File: config.mk
export PLATFORM = sky130hd
export DESIGN_NAME = shift_sequencer
export DESIGN_NICKNAME = d
export VERILOG_FILES = /design/src/rtl/shift_seq_pkg.sv /design/src/rtl/shift_step.sv /design/src/rtl/shift_sequencer.sv
export SDC_FILE = /design/constraint.sdc
export NUM_CORES = 1
export LEC_CHECK = 0
export ABC_AREA = 1
export BUFFER_PORTS_ARGS = -buffer_cell sky130_fd_sc_hd__buf_2
export CAP_MARGIN = 10
export CORE_MARGIN = 3
export CORE_UTILIZATION = 60
export CTS_CLUSTER_DIAMETER = 50
export DETAILED_ROUTE_END_ITERATION = 8
export GPL_ROUTABILITY_DRIVEN = 1
export PLACE_DENSITY = 0.91
export SLEW_MARGIN = 20
export SYNTH_ARGS = -nofsm -noshare
export SYNTH_HDL_FRONTEND = slang
export SYNTH_HIERARCHICAL = 1
export SYNTH_SLANG_ARGS = --single-unit
export TNS_END_PERCENT = 20
File: constraint.sdc
create_clock -name i_clk -period 3.4 [get_ports i_clk]
set_clock_uncertainty 0.15 [all_clocks]
set_input_delay 0.17 -clock i_clk [delete_from_list [all_inputs] [get_ports i_clk]]
set_output_delay 0.17 -clock i_clk [all_outputs]
set_load 0.005 [all_outputs]
File: src/rtl/shift_seq_pkg.sv
// Shared types and step constants for the multi-cycle shift sequencer.
package shift_seq_pkg;

  typedef enum logic [1:0] {
    OP_SLL = 2'b00,
    OP_SRL = 2'b01,
    OP_SRA = 2'b10,
    OP_ROR = 2'b11
  } op_t;

  typedef enum logic [1:0] {
    IDLE = 2'b00,
    RUN  = 2'b01,
    DONE = 2'b10
  } state_t;

  localparam int unsigned STEP_BIG   = 3;
  localparam int unsigned STEP_SMALL = 1;

endpackage

File: src/rtl/shift_step.sv
// Combinational single-step shifter: shifts by STEP_BIG or STEP_SMALL.
// Rotate-right support is compiled in only with SHIFT_SEQ_ROTATE_EN.
module shift_step
  import shift_seq_pkg::*;
#(
  parameter int Nbits = 32
) (
  input  logic [Nbits-1:0] i_val,
  input  op_t              i_op,
  input  logic             i_big,
  output logic [Nbits-1:0] o_val
);

  logic [Nbits-1:0] w_sll;
  logic [Nbits-1:0] w_srl;
  logic [Nbits-1:0] w_sra;

  assign w_sll = i_big ? {i_val[Nbits-1-STEP_BIG:0], {STEP_BIG{1'b0}}}
                       : {i_val[Nbits-1-STEP_SMALL:0], {STEP_SMALL{1'b0}}};
  assign w_srl = i_big ? {{STEP_BIG{1'b0}}, i_val[Nbits-1:STEP_BIG]}
                       : {{STEP_SMALL{1'b0}}, i_val[Nbits-1:STEP_SMALL]};
  assign w_sra = i_big ? {{STEP_BIG{i_val[Nbits-1]}}, i_val[Nbits-1:STEP_BIG]}
                       : {{STEP_SMALL{i_val[Nbits-1]}}, i_val[Nbits-1:STEP_SMALL]};

`ifdef SHIFT_SEQ_ROTATE_EN
  logic [Nbits-1:0] w_ror;
  assign w_ror = i_big ? {i_val[STEP_BIG-1:0], i_val[Nbits-1:STEP_BIG]}
                       : {i_val[STEP_SMALL-1:0], i_val[Nbits-1:STEP_SMALL]};
`endif

  always_comb begin
    o_val = w_srl;
    case (i_op)
      OP_SLL:  o_val = w_sll;
      OP_SRA:  o_val = w_sra;
`ifdef SHIFT_SEQ_ROTATE_EN
      OP_ROR:  o_val = w_ror;
`endif
      default: o_val = w_srl;
    endcase
  end

endmodule

File: src/rtl/shift_sequencer.sv
// Variable-amount shift controller sequencing 3-bit and 1-bit steps over
// valid/ready handshakes. Optional rotate via SHIFT_SEQ_ROTATE_EN.
module shift_sequencer
  import shift_seq_pkg::*;
#(
  parameter int Nbits   = 32,
  parameter int AmtBits = $clog2(Nbits)
) (
  input  logic               i_clk,
  input  logic               i_rst,
  input  logic               i_in_valid,
  output logic               o_in_ready,
  input  logic [Nbits-1:0]   i_in_data,
  input  logic [AmtBits-1:0] i_in_amt,
  input  logic [1:0]         i_in_op,
  output logic               o_out_valid,
  input  logic               i_out_ready,
  output logic [Nbits-1:0]   o_out_data,
  output logic               o_busy
);

  state_t             r_state;
  op_t                r_op;
  logic [Nbits-1:0]   r_work;
  logic [AmtBits-1:0] r_rem;
  logic               r_in_ready;
  logic               r_out_valid;
  logic [Nbits-1:0]   r_out_data;
  logic               r_busy;

  logic               w_big;
  logic [AmtBits-1:0] w_rem_next;
  logic [AmtBits-1:0] w_amt;
  logic [Nbits-1:0]   w_step;

  // Amounts beyond Nbits-1 are only reachable when Nbits is not a power of 2.
  assign w_amt = ({1'b0, i_in_amt} >= (AmtBits+1)'(Nbits)) ? AmtBits'(Nbits-1) : i_in_amt;

  assign w_big      = (r_rem >= AmtBits'(STEP_BIG));
  assign w_rem_next = r_rem - (w_big ? AmtBits'(STEP_BIG) : AmtBits'(STEP_SMALL));

  shift_step #(.Nbits(Nbits)) u_step (
    .i_val (r_work),
    .i_op  (r_op),
    .i_big (w_big),
    .o_val (w_step)
  );

  always_ff @(posedge i_clk or posedge i_rst) begin
    if (i_rst) begin
      r_state     <= IDLE;
      r_op        <= OP_SLL;
      r_work      <= '0;
      r_rem       <= '0;
      r_in_ready  <= 1'b1;
      r_out_valid <= 1'b0;
      r_out_data  <= '0;
      r_busy      <= 1'b0;
    end else begin
      case (r_state)
        IDLE: begin
          if (i_in_valid && r_in_ready) begin
            r_work     <= i_in_data;
            r_rem      <= w_amt;
            r_op       <= op_t'(i_in_op);
            r_in_ready <= 1'b0;
            r_busy     <= 1'b1;
            r_state    <= (w_amt == '0) ? DONE : RUN;
          end
        end
        RUN: begin
          r_work <= w_step;
          r_rem  <= w_rem_next;
          if (w_rem_next == '0) r_state <= DONE;
        end
        DONE: begin
          // First DONE cycle registers the result; it then holds until taken.
          if (!r_out_valid) begin
            r_out_valid <= 1'b1;
            r_out_data  <= r_work;
          end else if (i_out_ready) begin
            r_out_valid <= 1'b0;
            r_in_ready  <= 1'b1;
            r_busy      <= 1'b0;
            r_state     <= IDLE;
          end
        end
        default: r_state <= IDLE;
      endcase
    end
  end

  assign o_in_ready  = r_in_ready;
  assign o_out_valid = r_out_valid;
  assign o_out_data  = r_out_data;
  assign o_busy      = r_busy;

endmodule

==> results.md <==
- Area Growth Syn to Fin: 22.7%
- H-tree lvl count: 3
- WL met3: 699 um
- CP Max Fanout: 35
- Met1 Routed Length: 4440 um
- Die Y: 90.4 um
- Post-route ant nets: 0
- Fraction of registers with async set/reset: 1.00
- Hold Violations, Final: 0
- Switching power total: 383 uW
- Initial Utilization: 0.622
- Final hold slack: 0.0172 ns
- Dpl hpwl: 6930 um
- Setup crit end kind: flop
- Initial DRC Count: ~450
- #FFs+latches synth: 76
- Placement Cell Area: 4620 sq um
- GP Congestion: 0.867
- Final Max Tran Viols: 0
- Critical path's top delay family: simple AND/OR/NAND/NOR gates
- Clock latency at the later pin of the worst-skew pair: approximately 0.35 ns
- Status: complete, no violations
- Core box area: 6870 sq um
- Synth warnings: 6
- Share of layout cells above drive strength 1: 0.219
- Final Cell Area: 5250 sq um
- Share of the yosys chip area belonging to registers: 0.445
- Drt wl/cell: 14.3 um
- Final wirelength: 10600 um
- Antenna violations before repair: 0
- Synth area leaders: dfrtp_1, nand2_1, mux2_2, nand3_1, a31oi_1
- Buf+Inv Stages, Crit Path: 3
- Worst min path class: primary input to flop
- Met2 WL post-DR: 5180 um
- Cells after Synth: 541
- Int Power: 1.52 mW
- Final #Nets: 686
- Maximum buffer depth of the clock tree: 2
- Root Buffer Master: clkbuf_8
- Area share of the largest cell type after synthesis: 0.439
- # setup viols final: 0
- Top_reg_cell synth: dfrtp_1
- Crit path DAT: 2.47 ns
- Most used cell, CP: nand3_1
- Clock sink count: 76
- Clock share of power: 0.476
- Worst-path cell chain: nand2_1, nand3_1, buf_4, inv_1, ha_1, ha_1, inv_1, nand3_1, nand3_1, nor2_1, nand3_1, nand2_1, nand2_1
- DRC violations left: 0
- Setup TNS: 0 ns
- Aggregate global routing overflow: 0
- Cell accounting for the most synthesized area: dfrtp_1
- Vias in the first global route: about 4000
- Syn_nets: between 500 and 600
- N_diodes: 0
- # fillers: slightly below 500
- Post-Synthesis Mean Instance Area: 7.90 sq um
- RSZ-0062 raised after global routing: false
- Post-synth EDFFs: 0
- Max layer used: met4
- Final worst path period need: 2.38 ns
- Peak VDD IR: 0.264 mV
- Final period utilization: 0.699
- Commonest non-fill, non-tap cell in the layout: nand2_1
- # IOs: 78
- CTS tree: yes
- Largest net degree at the start of global routing: 70
- Max-cap viol count: 0
- Critical-path top delay cell: dfrtp_1
- Logic pwr share: 0.049
- Fmax: between 400 and 500 MHz
- First-pass GRT wire length: 18400 um
- Worst rel slew slack: 0.444
- CP Class: flop to flop
- Cell Rows: 30
- Mapped Area: roughly 4300 sq um
- Post-DR vias/cell: 5.55
- Part of the power in registers: 0.475
- Worst path max stage delay: 0.46 ns
- Startpoint types: flop
- Unique cell type count in the Yosys netlist: 28
- Port Buf Inserts: 77
- Sw frac: 0.201
- Power Density: 362 nW/um^2
- DRT Pass-1 Iters: 5
- GRT Util Overall: 0.275
- Die Width: 90.4 um
- Via count: 4114
- DIE AREA: 8170 sq um
- Commonest non-fill, non-tap cells in the layout: nand2_1, buf_2, dfrtp_1, nand3_1, nor2_1
- Static Leak: 2.80 nW
- Worst-Margin Slew: 0.833 ns
- CTS buffer count: 9
- CP required: 3.49 ns
- CTS clk-pin slew, worst paths: roughly 0.08 ns
==> layer usage <==
metal / track usage / vias to the layer above
met4: 0.116 / 0
met2: 0.444 / 193
met3: 0.0683 / 25
met1: 0.353 / 1926
li1: - / 1970
met5: 0 / -
==> worst paths after layout <==
kind	startpoint	to	slack, ns	cells after the start
min	i_in_amt[1]	r_rem[1]	0.02	3
max in group asynchronous	i_rst	o_in_ready	1.97	4
min in group asynchronous	i_rst	o_out_data[12]	0.38	3
max	r_rem[0]	r_state[0]	1.02	13
min reg2reg	o_out_data[22]	o_out_data[22]	0.35	1
max reg2reg	r_rem[0]	r_state[0]	1.02	13
==> flip-flops by register name, summed over array words and instances, names as in the netlist <==
signal / flops
o_in_ready: 1
o_busy: 1
r_op: 2
r_rem: 5
o_out_valid: 1
r_state: 2
r_work: 32
o_out_data: 32
==> per-stage QoR <==
| step | instances | utilization | total power, mW | setup WS (ns) |
|---|---|---|---|---|
| finish | 741 | 0.764 | 1.90 | 1.02 |
| global placement | 689 | 0.673 | 0.980 | 1.16 |
| CTS | 741 | 0.764 | 1.91 | 1.04 |
| detailed placement | 689 | 0.673 | 0.982 | 1.06 |
| floorplan | 541 | - | 0.946 | 1.14 |
| global route | 741 | 0.764 | 1.96 | 0.818 |
==> repair_timing <==
action                                 CTS  global route
hold buffers                            36             0
setup endpoints to repair                0             0
buffers inserted                         0             0
gates resized for setup                  0             0
endpoints found under the hold margin   73             0
==> worst reg2reg max path, cell delays in order (launching register included) <==
cell     delay, ns
dfrtp_1       0.46
nand2_1       0.09
nand3_1       0.09
buf_4         0.33
inv_1         0.14
ha_1          0.33
ha_1          0.15
inv_1         0.04
nand3_1       0.07
nand3_1       0.08
nor2_1        0.15
nand3_1       0.09
nand2_1       0.06
nand2_1       0.05
==> final cells by class <==
class	instances	area, sq um	share of cell area
multi-input combinational	392	2000	0.382
sequential	76	1900	0.363
timing repair buffer	117	788	0.150
inverter	44	168	0.0320
clock inverter	6	136	0.0260
clock buffer	10	128	0.0243
tap	96	120	0.0229
==> power groups by stage <==
| stage | combinational (mW) | sequential [mW] | clock, mW |
|---|---|---|---|
| 2_1_floorplan | 0.0246 | 0.921 | 0 |
| 3_3_place_gp | 0.0592 | 0.921 | 0 |
| 3_5_place_dp | 0.0605 | 0.921 | 0 |
| 4_1_cts | 0.0926 | 0.903 | 0.909 |
| 5_1_grt | 0.105 | 0.903 | 0.954 |
| 6_report | 0.0934 | 0.903 | 0.904 |
==> Yosys cell counts (2+ instances only) <==
| library cell | n |
|---|---|
| nand2_1 | 190 |
| dfrtp_1 | 75 |
| nand3_1 | 66 |
| nor2_1 | 42 |
| inv_1 | 40 |
| a31oi_1 | 33 |
| mux2_2 | 33 |
| buf_2 | 14 |
| buf_4 | 8 |
| buf_6 | 6 |
| o21ai_0 | 5 |
| a21oi_1 | 4 |
| nand4_1 | 4 |
| inv_2 | 3 |
| nand2_2 | 3 |
| ha_1 | 2 |
| nor2_4 | 2 |
==> logic make-up (layout without fill, tap and decap cells) <==
family          Yosys count  after routing  share of synthesized area
fa+ha+maj                 3              3                     0.0105
mux                      35             35                     0.0919
buf+inv                  73            177                     0.0864
flops                    76             76                      0.445
compound gates           45             45                     0.0638
simple gates            309            309                      0.302
Power figures use the tool's default switching activity.
